===== src/rtl/rom_loader.sv =====
// Framed byte-stream loader for the 23256 ROM emulator's backing RAM: {len_hi, len_lo, payload[N], csum}.
// Optional inter-byte timeout is built only when LOADER_TIMEOUT_EN is defined.
module rom_loader #(
   parameter int ADDR_W         = 15,
   parameter int DATA_W         = 8,
   parameter int TIMEOUT_CYCLES = 1000000
) (
   input  logic              clk,
   input  logic              rst_n,
   input  logic              start,
   input  logic              in_valid,
   input  logic [DATA_W-1:0] in_data,
   output logic              in_ready,
   output logic              wr_en,
   output logic [ADDR_W-1:0] wr_addr,
   output logic [DATA_W-1:0] wr_data,
   output logic              rom_hold,
   output logic              busy,
   output logic              done,
   output logic              error,
   output logic [15:0]       byte_count
);

   typedef enum logic [2:0] {
      S_IDLE, S_LEN_HI, S_LEN_LO, S_DATA, S_CSUM, S_DONE, S_ERR
   } state_t;

   // Largest legal frame fills the whole RAM exactly once.
   localparam logic [16:0] MAX_LEN = 17'(1) << ADDR_W;

   state_t              r_state;
   state_t              w_next;
   logic                r_in_ready;
   logic                r_busy;
   logic                r_wr_en;
   logic [ADDR_W-1:0]   r_wr_addr;
   logic [DATA_W-1:0]   r_wr_data;
   logic                r_done;
   logic                r_error;
   logic [15:0]         r_byte_count;
   logic [15:0]         r_len;
   logic [DATA_W-1:0]   r_sum;

   logic                w_accept;
   logic                w_start_ok;
   logic                w_busy_next;
   logic                w_last_byte;
   logic                w_csum_ok;
   logic                w_timeout;
   logic [16:0]         w_len_ext;
   logic [DATA_W-1:0]   w_sum_next;

   assign w_accept    = in_valid && r_in_ready;
   assign w_start_ok  = start && (r_state == S_IDLE || r_state == S_DONE || r_state == S_ERR);
   assign w_len_ext   = {1'b0, r_len[15:8], in_data[7:0]};
   assign w_sum_next  = r_sum + in_data;
   assign w_csum_ok   = (w_sum_next == '0);
   assign w_last_byte = ((r_byte_count + 16'd1) == r_len);

`ifdef LOADER_TIMEOUT_EN
   localparam int CNT_W = $clog2(TIMEOUT_CYCLES + 1);
   logic [CNT_W-1:0] r_idle_cnt;

   assign w_timeout = r_busy && !w_accept && (r_idle_cnt == CNT_W'(TIMEOUT_CYCLES - 1));

   always_ff @(posedge clk or negedge rst_n) begin
      if (!rst_n)
         r_idle_cnt <= '0;
      else if (!r_busy || w_accept || w_timeout)
         r_idle_cnt <= '0;
      else
         r_idle_cnt <= r_idle_cnt + 1'b1;
   end
`else
   assign w_timeout = 1'b0;
`endif

   always_ff @(posedge clk or negedge rst_n) begin
      if (!rst_n)
         r_state <= S_IDLE;
      else
         r_state <= w_next;
   end

   // NOTE: every always_comb target gets a default first so no path leaves it unassigned (no latch).
   always_comb begin
      w_next = r_state;
      unique case (r_state)
         S_IDLE, S_DONE, S_ERR: if (start) w_next = S_LEN_HI;
         S_LEN_HI:              if (w_accept) w_next = S_LEN_LO;
         S_LEN_LO: begin
            if (w_accept) begin
               if (w_len_ext > MAX_LEN)  w_next = S_ERR;
               else if (w_len_ext == '0) w_next = S_CSUM;
               else                      w_next = S_DATA;
            end
         end
         S_DATA:                if (w_accept && w_last_byte) w_next = S_CSUM;
         S_CSUM:                if (w_accept) w_next = w_csum_ok ? S_DONE : S_ERR;
         default:               w_next = S_IDLE;
      endcase
      if (w_timeout) w_next = S_ERR;
   end

   assign w_busy_next = (w_next == S_LEN_HI) || (w_next == S_LEN_LO) ||
                        (w_next == S_DATA)   || (w_next == S_CSUM);

   // NOTE: sequential state uses non-blocking assignments so every register samples pre-edge values.
   always_ff @(posedge clk or negedge rst_n) begin
      if (!rst_n) begin
         r_in_ready   <= 1'b0;
         r_busy       <= 1'b0;
         r_wr_en      <= 1'b0;
         r_wr_addr    <= '0;
         r_wr_data    <= '0;
         r_done       <= 1'b0;
         r_error      <= 1'b0;
         r_byte_count <= '0;
         r_len        <= '0;
         r_sum        <= '0;
      end else begin
         r_wr_en    <= 1'b0;
         r_in_ready <= w_busy_next;
         r_busy     <= w_busy_next;

         if (w_start_ok) begin
            r_done       <= 1'b0;
            r_error      <= 1'b0;
            r_byte_count <= '0;
            r_sum        <= '0;
            r_wr_addr    <= '0;
         end

         if (w_accept) begin
            unique case (r_state)
               S_LEN_HI: r_len[15:8] <= in_data[7:0];
               S_LEN_LO: r_len[7:0]  <= in_data[7:0];
               S_DATA: begin
                  // Byte k lands at address k, one cycle after its handshake.
                  r_wr_en      <= 1'b1;
                  r_wr_addr    <= r_byte_count[ADDR_W-1:0];
                  r_wr_data    <= in_data;
                  r_sum        <= w_sum_next;
                  r_byte_count <= r_byte_count + 16'd1;
               end
               default: ;
            endcase
         end

         if (r_state == S_CSUM && w_next == S_DONE)
            r_done <= 1'b1;
         if (r_state != S_ERR && w_next == S_ERR)
            r_error <= 1'b1;
      end
   end

   assign in_ready   = r_in_ready;
   assign busy       = r_busy;
   assign rom_hold   = r_busy;
   assign wr_en      = r_wr_en;
   assign wr_addr    = r_wr_addr;
   assign wr_data    = r_wr_data;
   assign done       = r_done;
   assign error      = r_error;
   assign byte_count = r_byte_count;

endmodule


===== config.mk =====
export PLATFORM = sky130hd
export DESIGN_NAME = rom_loader
export DESIGN_NICKNAME = d
export VERILOG_FILES = /design/src/rtl/rom_loader.sv
export SDC_FILE = /design/constraint.sdc
export NUM_CORES = 1
export LEC_CHECK = 0
export BUFFER_PORTS_ARGS = -buffer_cell sky130_fd_sc_hd__buf_4
export CORE_UTILIZATION = 45
export CTS_CLUSTER_SIZE = 14
export DETAILED_ROUTE_END_ITERATION = 6
export PLACE_DENSITY = 0.65
export SYNTH_ARGS = -nofsm -noshare
export SYNTH_HDL_FRONTEND = slang
export SYNTH_SLANG_ARGS = --single-unit

===== constraint.sdc =====
create_clock -name clk -period 6.1 [get_ports clk]
set_clock_uncertainty 0.2 [all_clocks]
set_input_delay 1.525 -clock clk [delete_from_list [all_inputs] [get_ports clk]]
set_output_delay 1.525 -clock clk [all_outputs]
set_load 0.01 [all_outputs]

# Word level (Yosys, flattened, before mapping)
# Index checks and enable logic that the tools add are counted.
op_classes:
  n_eq_ne: 14
  n_lt_le_gt_ge: 1
  reduce_logical: 19
  muxes: 23
  n_addsub: 2
ops:
  columns: ["op", "count"]
  rows:
  - ["two-way mux 16 bit", 3]
  - ["two-way mux 15 bit", 3]
  - ["two-way mux 8 bit", 3]
  - ["two-way mux 3 bit", 7]
  - ["== test 3 bit, second input constant", 6]
  - ["zero test 17 bit", 1]
  - ["adder 16 x 1 -> 16 bit, second input constant", 1]
  - ["== test 16 bit", 1]
  - ["greater-than comparator 16 bit, second input constant", 1]
  - ["one-hot mux 3 bit (5 select lines)", 1]
  - ["== test 3 x 2 -> 1 bit, second input constant", 4]
  - ["adder 8 bit", 1]
  - ["zero test 8 bit", 1]
  - ["== test 3 x 1 -> 1 bit, second input constant", 2]
  - ["AND reduction 2 bit", 3]
  - ["logical AND 1 bit", 5]
  - ["logical OR 1 bit", 5]
  - ["two-way mux 1 bit", 5]
  - ["nonzero test 2 bit", 2]
  - ["zero test 3 bit", 1]
  - ["inequality test 3 bit, second input constant", 1]
  - ["OR reduction 3 bit", 1]
  - ["two-way mux 2 bit", 1]
totals:
  regBits: 70
  elab_cells: 70
  output_inout_bits: 45

# Longest topological paths before layout
# Gate-level depths: netlist of the first run.
depth:
  depth_word: 9
  ltp_mapped: 11
  ltp_nobuf: 11

# Least setup slack after synthesis of the first run
# OpenSTA, ideal clock, no wires.
synth_timing:
  kind: "input port to flip-flop"
  from: "in in_data[0]"
  to: "reg r_busy (netlist: busy)"
  t_required_ps: 5820
  arrival_ps: 3430
  path_slack_ps: 2390
  stages: 11
  cell_sequence: "ha_1 -> inv_1 -> fa_1 -> nor2b_1 -> o31a_1 -> nor4_1 -> a311oi_1 -> and4_1 -> o31a_1 -> nor3b_2 -> xnor2_1"
synth_via:
  elab_chain_len: 9
  elab_cells_between_ends: 17
  cone_classes: "add/sub: 1; order compare: 1; eq/ne: 4; mux: 6; reduce/logical: 5"
synth_rtl:
  columns: ["element", "line", "text"]
  rows:
  - ["start, declared", "12", "input logic [DATA_W-1:0] in_data,"]
  - ["adder 8 bit or zero test 17 bit (tied branches)", "56, 94", null]
  - ["zero test 8 bit or two-way mux 3 bit (tied branches)", "57, 94", null]
  - ["two-way mux 2 bit or two-way mux 3 bit (tied branches)", "99, 93", null]
  - ["two-way mux 3 bit (on tied branches)", "99, 92", null]
  - ["one-hot mux 3 bit (5 select lines) (*)", "88", "unique case (r_state)"]
  - ["== test 3 x 1 -> 1 bit or == test 3 x 2 -> 1 bit (tied branches)", "105", "assign w_busy_next = (w_next == S_LEN_HI) || (w_next == S_LEN_LO) ||"]
  - ["logical OR 1 bit (2 in series)", "105", null]
  - ["logical OR 1 bit (*)", "106", "(w_next == S_DATA) || (w_next == S_CSUM);"]
  - ["named net w_busy_next", "46", "logic w_busy_next;"]
  - ["end signal, assigned", "124", "r_busy <= w_busy_next;"]
  - ["end, declared", "34", "logic r_busy;"]
# Mark *: on every way through the listed nets, which the timed path passes. The rest lies on a longest branch.
# A chain may end at the register's enable or synchronous reset.

# Final worst setup path of the first run
# Ends and elaborated chain as after synthesis.

==> results of run 1 <==
[state kept, by name, indices dropped and copies added, names as in the netlist, 3 cells and up]
signal and cells:
r_len 16, r_sum 8, r_state 3, wr_data 8, wr_addr 15, byte_count 16
[Yosys cell counts (2+ instances only)]
cell      instances
a211o_1           2
a21o_1            2
a21oi_1          10
a311oi_1          2
a31o_2            2
a31oi_1           3
and2_1            3
and3_1            2
and4_1            3
and4b_1           2
buf_2             6
buf_4             3
clkbuf_1         17
dfrtp_1          70
ha_1              8
inv_1             9
maj3_1            2
mux2_2           16
nand2_1          89
nand2b_1          4
nand3_1           6
nand3b_1          2
nand4_1           8
nand4b_1          2
nor2_1           23
nor2b_1           3
nor3_1           10
nor3b_1           3
nor4_1           10
o211ai_1          5
o21a_1            2
o21ai_0          54
o22ai_1           8
o31a_1            2
o31ai_1           5
o41ai_1           2
or3_1             2
xnor2_1          13
xor2_1           13
[where the power goes]
group	leakage, nW	switching, mW	internal (mW)	total [mW]
Clock	0.124	0.188	0.274	0.461
Sequential	0.921	0.126	0.589	0.715
Combinational	1.03	0.415	0.349	0.764
Total	2.08	0.728	1.21	1.94
[layer usage]
metal / part of all wire / global-route usage / routed length [µm]
met1: 0.47 / 0.322 / 4650
met2: 0.46 / 0.359 / 4530
met3: 0.049 / 0.0442 / 481
met4: 0.014 / 0.0833 / 141
met5: 0 / 0 / 0
[area by class of cell]
type                            count  area share
Multi-Input combinational cell    339       0.444
Sequential cell                    70       0.374
Timing Repair Buffer               59      0.0945
Tap cell                          105      0.0280
Clock buffer                        9      0.0264
Clock inverter                      7      0.0259
Inverter                            9     0.00721
[per-stage QoR]
| stage | power [mW] | utilization |
|---|---|---|
| after global routing | 2.07 | 0.559 |
| after floorplan | 1.26 | - |
| after CTS | 1.94 | 0.559 |
| final | 1.94 | 0.559 |
| after detailed placement | 1.48 | 0.530 |
| after global placement | 1.47 | 0.530 |
[worst min-delay path, delay by kind of cell (launching register included)]
kind             cells  cell delay, ns
DFF                  1            0.35
and+or+nand+nor      2            0.10
[worst paths after layout]
kind,end,slack [ns],depth (start not counted)
setup / recovery,busy,2.39,12
hold / removal,wr_data[7],0.28,2
setup reg to reg,r_state[0],2.78,7
hold reg to reg,wr_data[7],0.28,2
max in group asynchronous,byte_count[12],4.03,1
min in group asynchronous,wr_addr[4],1.06,1
[cells by family (layout without fill, tap and decap cells)]
family | count (synthesis) | count (layout) | synth area share
AND/OR/NAND/NOR | 180 | 180 | 0.222
AO/OA/AOI/OAI | 106 | 106 | 0.162
flip-flops | 70 | 70 | 0.440
buffers and inverters | 36 | 84 | 0.0387
XOR/XNOR | 26 | 26 | 0.0572
multiplexers | 16 | 16 | 0.0453
adder cells (fa/ha/maj) | 11 | 11 | 0.0352
==> results by group, run 1 <==
Placement
  – Place WS: 2.06 ns
  – Placed inst area: 4440 µm²
  – Placed instance count: 582
  – Gpl congestion: 0.895
  – PortBufs: 56
  – DP HPWL: 6750 µm

Cells and area
  – Final Non-Filler Cells: 598
  – P&R area growth vs syn: 17.8%
  – Diodes inserted: 0
  – # nets final: 509
  – Final instance area: 4690 µm²
  – Commonest non-fill, non-tap cells in the layout: nand2_1 (89), dfrtp_1 (70), buf_4 (59)
  – FILL cells: 752
  – Commonest non-fill, non-tap cell in the layout: nand2_1
  – Multi-input gate area: 2080 µm²
  – Share of post-route cells with drive strength above 1: 0.207
  – FF+latch area: 1750 µm²

Drt
  – Wirelength, routed: 9810 µm
  – Final antenna-violating net count: 0
  – Routed wire per std cell: 16.4 µm
  – Drt drc: 0
  – Initial DRC count: 170
  – First-pass iteration count of the detailed router: 5
  – Routed vias: 3476
  – Via density: 5.81

Power and ir drop
  – P_leak: 2.08 nW
  – Worst VDD drop: 0.208 mV
  – Total power divided by cell area: 414 nW/µm²

STA
  – Fin crit share: 0.609
  – Final hold vios: 0
  – Hold slack final: 0.281 ns
  – TNS Setup: 0 ns
  – Final setup vio count: 0
  – Slew Viols, Final: 0
  – Highest Clock Rate: 269 MHz
  – Minimum clock period: 3.71 ns
  – Slew Limit Headroom: 0.193
  – RSZ-0062 raised after global routing: false
  – Setup slack after layout: 2.39 ns
  – Worst-margin pin slew: 1.20 ns

Critical path
  – Endpoint class of the critical path: flop
  – Crit-path most repeated cell: o31a_1
  – WP data required: 6.18 ns
  – Reg2reg start: byte_count[0]
  – Crit path launch: in_data[0]
  – Critical path's slowest cell: fa_1
  – Critical path class: in2reg
  – Startpoint Class: primary input
  – CP Cell Sequence: buf_4 -> ha_1 -> inv_1 -> fa_1 -> nor2b_1 -> o31a_1 -> nor4_1 -> a311oi_1 -> and4_1 -> o31a_1 -> nor3b_2 -> xnor2_1
  – Worst path arrival time: 3.79 ns
  – Crit Path Max Fanout: 5
  – Delay-heaviest family, CP: simple AND/OR/NAND/NOR gates
  – Buf/Inv on CP: 2
  – Max stage delay on crit path: 0.40 ns

Synthesis
  – Number of synthesized register bits: 70
  – Syn_nets: 466
  – Async set or reset register ratio after synthesis: 1.00
  – Top post-synthesis cells by area: dfrtp_1 (44%), nand2_1 (8.4%), o21ai_0 (6.8%)
  – Mean Syn Cell Area: 8.94 µm²
  – Synth cell types: 56
  – Synth Instances: 445
  – Number of flops mapped to enable cells by yosys: 0
  – Mapped Area: 3980 µm²
  – Main flop type after synthesis: dfrtp_1
  – Post-synthesis sequential area ratio: 0.440
  – Synth warn: 0
  – Synth top area share: 0.440
  – Cell taking the most area after synthesis: dfrtp_1

Clock tree
  – Worst-path clk slew: 0.08 ns
  – CTS Buffer Depth: 2
  – CTS Buf Count: 9
  – CTS root buf: clkbuf_8
  – Worst-Skew Late Latency: 0.35 ns
  – Setup Buffers After CTS: 0
  – CTS Hold Buffers Added: 0
  – Clk sink count: 70
  – Resized Gates After CTS: 0
  – CTS tree: built
  – H-tree Lvls: 3

Flow run
  – Max cap viols: 0

Die
  – Initial Util: 0.475
  – I/O pin count: 57
  – Die span in x: 96.0 µm
  – Core ar.: 8380 µm²
  – Die area: 9220 µm²
  – Die H: 96.0 µm
  – Row cnt: 33

GRT
  – Antenna violations before repair: 0
  – Largest net degree at the start of global routing: 71
  – First-pass GRT wire length: 16200 µm
  – Vias in the first global route: 3214
  – Gr ovfl total: 0
  – GRT Total Usage: 0.232

Status
  – Status: finished, final reports clean

Hold path
  – Hold WC Path Type: reg2reg
  – Worst Hold Launch: wr_data[7]
(Power assumes the default switching activity.)
==> inputs of run 2 (changes only) <==
- ABC_AREA: unset -> 1
- PLACE_DENSITY: 0.65 -> 0.68
- clock period: 6.1 -> 3.1 ns (I/O delays scaled with it)
==> run 2 against run 1 <==
Effect of this change:
- area after synthesis shrank 1.8%
- clock power grew 67%
- combinational power grew 61%
- final area shrank 1.0%
- hold slack gained 0.017 ns
- sequential cell count is the same
- critical path depth grew 6
- critical path type unchanged
- largest cell class unchanged
==> results by group, run 2 <==
Critical path
  – Delay-heaviest family, CP: simple AND/OR/NAND/NOR gates (unchanged)
  – Critical Path Sink: busy (unchanged)
  – WP data required: 3.16 ns (was 6.18 ns)
  – Critical path class: in2reg (unchanged)
  – R2R depth: 17 (was 7)
  – Endpoint class of the critical path: flop (unchanged)
  – Reg2reg start: r_sum[0] (was byte_count[0])
  – Startpoint Class: primary input (unchanged)
  – Critical Path Stages: 18 (was 12)
  – Crit Path Max Fanout: 3 (was 5)
  – Crit path launch: in_data[0] (unchanged)
  – Worst R2R End: busy (was r_state[0])
  – Max stage delay on crit path: 0.41 ns (was 0.40 ns)
  – Worst path arrival time: 2.71 ns (was 3.79 ns)
  – R2R setup slack: 0.58 ns (was 2.78 ns)
  – Critical path's slowest cell: fa_1 (unchanged)
  – CP Cell Sequence: buf_4 -> ha_1 -> inv_1 -> fa_1 -> inv_1 -> nand3_1 -> nand2_1 -> nand2_1 -> nand2_1 -> nand3_1 -> nor2_1 -> nand3_1 -> a21boi_0 -> nor2_1 -> nand3_1 -> nand2_1 -> inv_1 -> nor2_1 (was buf_4 -> ha_1 -> inv_1 -> fa_1 -> nor2b_1 -> o31a_1 -> nor4_1 -> a311oi_1 -> and4_1 -> o31a_1 -> nor3b_2 -> xnor2_1)
  – Buf/Inv on CP: 4 (was 2)

Drt
  – First-pass iteration count of the detailed router: 5 (unchanged)
  – Wirelength, routed: 9560 µm (was 9810 µm)
  – Routed wire per std cell: 13.9 µm (was 16.4 µm)
  – Via density: 5.25 (was 5.81)
  – Met3 WL post-DR: 512 µm (was 481 µm)
  – Final antenna-violating net count: 0 (unchanged)
  – WL met2: 4410 µm (was 4530 µm)
  – Top Metal Used: met4 (unchanged)
  – Metal-1 WL: 4380 µm (was 4650 µm)
  – Initial DRC count: 183 (was 170)
  – Routed vias: 3623 (was 3476)
  – Drt drc: 0 (unchanged)

STA
  – Final hold vios: 0 (unchanged)
  – Worst-margin pin slew: 0.871 ns (was 1.20 ns)
  – Hold slack final: 0.298 ns (was 0.281 ns)
  – TNS Setup: 0 ns (unchanged)
  – Minimum clock period: 2.65 ns
  – Highest Clock Rate: 378 MHz
  – Final setup vio count: 0 (unchanged)
  – Slew Viols, Final: 0 (unchanged)
  – RSZ-0062 raised after global routing: false (unchanged)
  – Fin crit share: 0.854
  – Slew Limit Headroom: 0.419 (was 0.193)

Synthesis
  – Post-synthesis sequential area ratio: 0.448 (was 0.440)
  – Syn_nets: 547 (was 466)
  – Synth top area share: 0.448 (was 0.440)
  – Leading cell types by count after synthesis: nand2_1 (149), nand3_1 (81), dfrtp_1 (70), inv_1 (61), o21ai_0 (55) (was nand2_1 (89), dfrtp_1 (70), o21ai_0 (54), nor2_1 (23), clkbuf_1 (17))
  – Mapped Area: 3910 µm² (was 3980 µm²)
  – Async set or reset register ratio after synthesis: 1.00 (unchanged)
  – Synth cell types: 30 (was 56)
  – Number of synthesized register bits: 70 (unchanged)
  – Number of flops mapped to enable cells by yosys: 0 (unchanged)
  – Mean Syn Cell Area: 7.43 µm² (was 8.94 µm²)
  – Top post-synthesis cells by area: dfrtp_1 (45%), nand2_1 (14%), nand3_1 (10%) (was dfrtp_1 (44%), nand2_1 (8.4%), o21ai_0 (6.8%))
  – Main flop type after synthesis: dfrtp_1 (unchanged)
  – Synth warn: 0 (unchanged)
  – Synth Instances: 526 (was 445)
  – Cell taking the most area after synthesis: dfrtp_1 (unchanged)
  – Top-count cell post-synth: nand2_1 (unchanged)

GRT
  – Gr ovfl total: 0 (unchanged)
  – Antenna violations before repair: 0 (unchanged)
  – Vias in the first global route: 3377 (was 3214)
  – First-pass GRT wire length: 16000 µm (was 16200 µm)
  – Largest net degree at the start of global routing: 71 (unchanged)
  – GRT Total Usage: 0.233 (was 0.232)

Placement
  – Placed inst area: 4440 µm² (about the same)
  – DP HPWL: 7040 µm (was 6750 µm)
  – PortBufs: 56 (unchanged)
  – Gpl congestion: 0.898 (was 0.895)

Cells and area
  – # nets final: 601 (was 509)
  – Diodes inserted: 0 (unchanged)
  – FILL cells: 798 (was 752)
  – Share of post-route cells with drive strength above 1: 0.162 (was 0.207)
  – P&R area growth vs syn: 18.7% (was 17.8%)
  – Commonest non-fill, non-tap cell in the layout: nand2_1 (unchanged)
  – Final instance area: 4640 µm² (was 4690 µm²)
  – Commonest non-fill, non-tap cells in the layout: nand2_1 (148), nand3_1 (81), dfrtp_1 (70) (was nand2_1 (89), dfrtp_1 (70), buf_4 (59))

Die
  – I/O pin count: 57 (unchanged)
  – Row cnt: 33 (unchanged)
  – Die span in x: 95.2 µm (was 96.0 µm)
  – Initial Util: 0.471 (was 0.475)
  – Core ar.: 8300 µm² (was 8380 µm²)
  – Die H: 95.2 µm (was 96.0 µm)
  – Die area: 9060 µm² (was 9220 µm²)

Clock tree
  – Clk sink count: 70 (unchanged)
  – CTS Hold Buffers Added: 0 (unchanged)
  – Worst-path clk slew: 0.08 ns (about the same)
  – CTS Buf Count: 9 (unchanged)
  – H-tree Lvls: 3 (unchanged)
  – Setup Buffers After CTS: 0 (unchanged)
  – Worst-Skew Late Latency: 0.37 ns (was 0.35 ns)
  – Resized Gates After CTS: 0 (unchanged)
  – CTS tree: built (unchanged)
  – CTS Buffer Depth: 2 (unchanged)
  – CTS root buf: clkbuf_8 (unchanged)

Hold path
  – Hold WC Path Type: reg2reg (unchanged)
  – Worst Hold Launch: wr_data[2] (was wr_data[7])

Power and ir drop
  – Total power divided by cell area: 716 nW/µm² (was 414 nW/µm²)
  – P_leak: 2.38 nW (was 2.08 nW)
  – Worst VDD drop: 0.323 mV (was 0.208 mV)

Status
  – Status: finished, final reports clean (unchanged)

Flow run
  – Max cap viols: 0 (unchanged)
## run 2: cell types whose count changed after synthesis, sizes merged, moves of 12 or more
cell	before	now
inv	9	61
xor2	13	1
nand2	89	154
nand3	7	81
nor2	23	36
mux2	16	0
## run 2: per-stage QoR
step	power, mW	worst slack [ns]	util	std cells
after floorplan	2.15	0.389	-	526
after global placement	2.52	0.153	0.535	674
after detailed placement	2.57	0.0773	0.535	674
after CTS	3.34	0.454	0.559	690
after global routing	3.59	0.139	0.559	690
final	3.32	0.451	0.559	690
## run 2: cell type report
cell class	instances	area (µm²)	area share
timing repair buffer	61	470	0.101
inverter	61	229	0.0494
multi-input combinational	377	1850	0.400
clock inverter	7	77.6	0.0167
tap	105	131	0.0283
clock buffer	9	124	0.0267
sequential	70	1750	0.378
## run 2: tightest hold or removal path, stage by stage (launching register included)
cell	delay (ns)
dfrtp_1	0.35
nand2_1	0.05
o21ai_0	0.07
## run 2: worst min path at each step
stage	to	slack [ns]	depth (start not counted)
finish	wr_data[2]	0.30	2
CTS	wr_data[2]	0.30	2
global placement	r_len[6]	0.27	2
floorplan	r_len[6]	0.25	2
detailed placement	wr_data[2]	0.28	2
global route	wr_data[5]	0.33	2
## run 2: cell families after synthesis
| logic type | count (synthesis) | share of synthesized area |
|---|---|---|
| adder cells (fa/ha/maj) | 9 | 0.0307 |
| buffers and inverters | 79 | 0.0781 |
| XOR/XNOR | 4 | 0.00896 |
| flip-flops | 70 | 0.448 |
| AO/OA/AOI/OAI | 76 | 0.107 |
| AND/OR/NAND/NOR | 288 | 0.327 |
## run 2: where the power goes
group          internal, mW  switching [mW]  leakage [nW]
clock network         0.381           0.390         0.101
logic                 0.489           0.739          1.34
registers              1.14           0.181         0.933
total                  2.01            1.31          2.38
## run 2: routing by layer
layer | track usage | vias up
met5 | 0 | -
met3 | 0.0391 | 20
li1 | - | 1827
met2 | 0.379 | 109
met4 | 0.104 | 0
met1 | 0.304 | 1667
==> inputs of run 3 (changes only) <==
- PLACE_DENSITY: 0.68 -> 0.78
==> run 3 against run 2 <==
Effect of this change:
- via count up 3.0%
- clock power up 19%
- wire length fell by 0.84%
- final area rose by 0.51%
- critical path depth is the same
- sequential cell count unchanged
- maximum frequency fell by 0.73%
- utilization is 0.29 points higher
- hold slack worse by 0.0057 ns
- critical endpoint unchanged
- largest cell class unchanged
==> results by group, run 3 (synthesis results as in run 2) <==
Status
  – Status: finished, final reports clean (unchanged)

STA
  – TNS Setup: 0 ns (unchanged)
  – Fin crit share: 0.861 (was 0.854)
  – Worst-margin pin slew: 0.869 ns (was 0.871 ns)
  – Slew Viols, Final: 0 (unchanged)
  – Slew Limit Headroom: 0.420 (was 0.419)
  – Highest Clock Rate: 375 MHz (was 378 MHz)
  – Final setup vio count: 0 (unchanged)
  – Minimum clock period: 2.67 ns (was 2.65 ns)
  – RSZ-0062 raised after global routing: false (unchanged)
  – Final hold vios: 0 (unchanged)

GRT
  – Antenna violations before repair: 0 (unchanged)
  – Vias in the first global route: 3506 (was 3377)
  – GRT Total Usage: 0.231 (was 0.233)
  – Gr ovfl total: 0 (unchanged)
  – First-pass GRT wire length: 16200 µm (was 16000 µm)
  – Largest net degree at the start of global routing: 71 (unchanged)

Clock tree
  – H-tree Lvls: 3 (unchanged)
  – CTS Hold Buffers Added: 0 (unchanged)
  – Worst-Skew Late Latency: 0.35 ns (was 0.37 ns)
  – Worst-path clk slew: 0.08 ns (about the same)
  – CTS Buf Count: 9 (unchanged)
  – CTS Buffer Depth: 2 (unchanged)
  – CTS root buf: clkbuf_8 (unchanged)
  – Setup Buffers After CTS: 0 (unchanged)
  – Clk sink count: 70 (unchanged)
  – Resized Gates After CTS: 0 (unchanged)
  – CTS tree: built (unchanged)

Die
  – Core ar.: 8300 µm² (unchanged)
  – Die area: 9060 µm² (unchanged)
  – I/O pin count: 57 (unchanged)
  – Initial Util: 0.471 (unchanged)
  – Die H: 95.2 µm (unchanged)
  – Die span in x: 95.2 µm (unchanged)
  – Row cnt: 33 (unchanged)

Cells and area
  – Commonest non-fill, non-tap cell in the layout: nand2_1 (unchanged)
  – Diodes inserted: 0 (unchanged)
  – Final Non-Filler Cells: 689 (was 690)
  – # nets final: 600 (was 601)
  – Commonest non-fill, non-tap cells in the layout: nand2_1 (148), nand3_1 (81), dfrtp_1 (70) (unchanged)
  – Share of post-route cells with drive strength above 1: 0.161 (was 0.162)
  – P&R area growth vs syn: 19.3% (was 18.7%)

Critical path
  – Critical path's slowest cell: fa_1 (unchanged)
  – Critical path class: in2reg (unchanged)
  – Worst path arrival time: 2.72 ns (was 2.71 ns)
  – Delay-heaviest family, CP: simple AND/OR/NAND/NOR gates (unchanged)
  – Startpoint Class: primary input (unchanged)
  – Endpoint class of the critical path: flop (unchanged)
  – Crit Path Max Fanout: 3 (unchanged)
  – WP data required: 3.15 ns (was 3.16 ns)
  – Buf/Inv on CP: 4 (unchanged)
  – CP Cell Sequence: buf_4 -> ha_1 -> inv_1 -> fa_1 -> inv_1 -> nand3_1 -> nand2_1 -> nand2_1 -> nand2_1 -> nand3_1 -> nor2_1 -> nand3_1 -> a21boi_0 -> nor2_1 -> nand3_1 -> nand2_1 -> inv_1 -> nor2_1 (unchanged)
  – Max stage delay on crit path: 0.40 ns (was 0.41 ns)

Drt
  – Drt drc: 0 (unchanged)
  – Via density: 5.42 (was 5.25)
  – Routed wire per std cell: 13.8 µm (was 13.9 µm)
  – Initial DRC count: 171 (was 183)
  – Routed vias: 3732 (was 3623)
  – Final antenna-violating net count: 0 (unchanged)
  – First-pass iteration count of the detailed router: 5 (unchanged)
  – Wirelength, routed: 9480 µm (was 9560 µm)

Placement
  – Gpl congestion: 0.919 (was 0.898)
  – Placed instance count: 673 (was 674)
  – DP HPWL: 6830 µm (was 7040 µm)
  – PortBufs: 56 (unchanged)

Power and ir drop
  – P_leak: 2.39 nW (was 2.38 nW)
  – Total power divided by cell area: 739 nW/µm² (was 716 nW/µm²)
  – Worst VDD drop: 0.367 mV (was 0.323 mV)

Flow run
  – Max cap viols: 0 (unchanged)

Hold path
  – Hold WC Path Type: reg2reg (unchanged)
run 3: area by class of cell:
type / instances / area (µm²)
clock buffer: 9 / 124
clock inverter: 7 / 121
multi-input combinational: 377 / 1850
tap: 105 / 131
sequential: 70 / 1750
inverter: 61 / 229
fill: 779 / 3640
timing repair buffer: 60 / 450
run 3: worst register-to-register path, delay by kind of cell, from the launching register on:
family,cells,cell delay (ns)
flip-flops,1,0.36
AND/OR/NAND/NOR,11,0.84
adder cells (fa/ha/maj),2,0.58
buffers and inverters,3,0.18
AO/OA/AOI/OAI,1,0.27
run 3: metrics by stage:
| stage | total power [mW] | setup WS [ns] | cell area, µm² | hold slack (ns) | utilization |
|---|---|---|---|---|---|
| after detailed placement | 2.54 | 0.0320 | 4420 | 0.271 | 0.532 |
| after global routing | 3.70 | 0.149 | 4660 | 0.319 | 0.562 |
| after CTS | 3.47 | 0.413 | 4660 | 0.295 | 0.562 |
| final | 3.45 | 0.432 | 4660 | 0.292 | 0.562 |
| after floorplan | 2.15 | 0.389 | 3910 | 0.253 | - |
| after global placement | 2.50 | 0.144 | 4420 | 0.271 | 0.532 |
run 3: where the power goes:
group          switching (mW)  internal (mW)  total (mW)
logic                   0.736          0.475        1.21
registers               0.179           1.14        1.32
clock network           0.379          0.539       0.917
total                    1.29           2.15        3.45
run 3: worst paths after layout:
check / start / slack, ns / cells past startpoint / to
max: in_data[0] / 0.43 / 18 / busy
min: done / 0.29 / 1 / done
max reg2reg: r_sum[0] / 0.59 / 17 / busy
min reg2reg: done / 0.29 / 1 / done
max in group asynchronous: rst_n / 1.80 / 1 / wr_addr[1]
min in group asynchronous: rst_n / 0.35 / 1 / wr_addr[3]
run 3: metal layers:
metal / share of wire / GRT usage / vias to the layer above
li1: - / - / 1829
met1: 0.45 / 0.297 / 1741
met2: 0.47 / 0.369 / 137
met3: 0.056 / 0.0558 / 25
met4: 0.025 / 0.102 / 0
met5: 0 / 0 / -
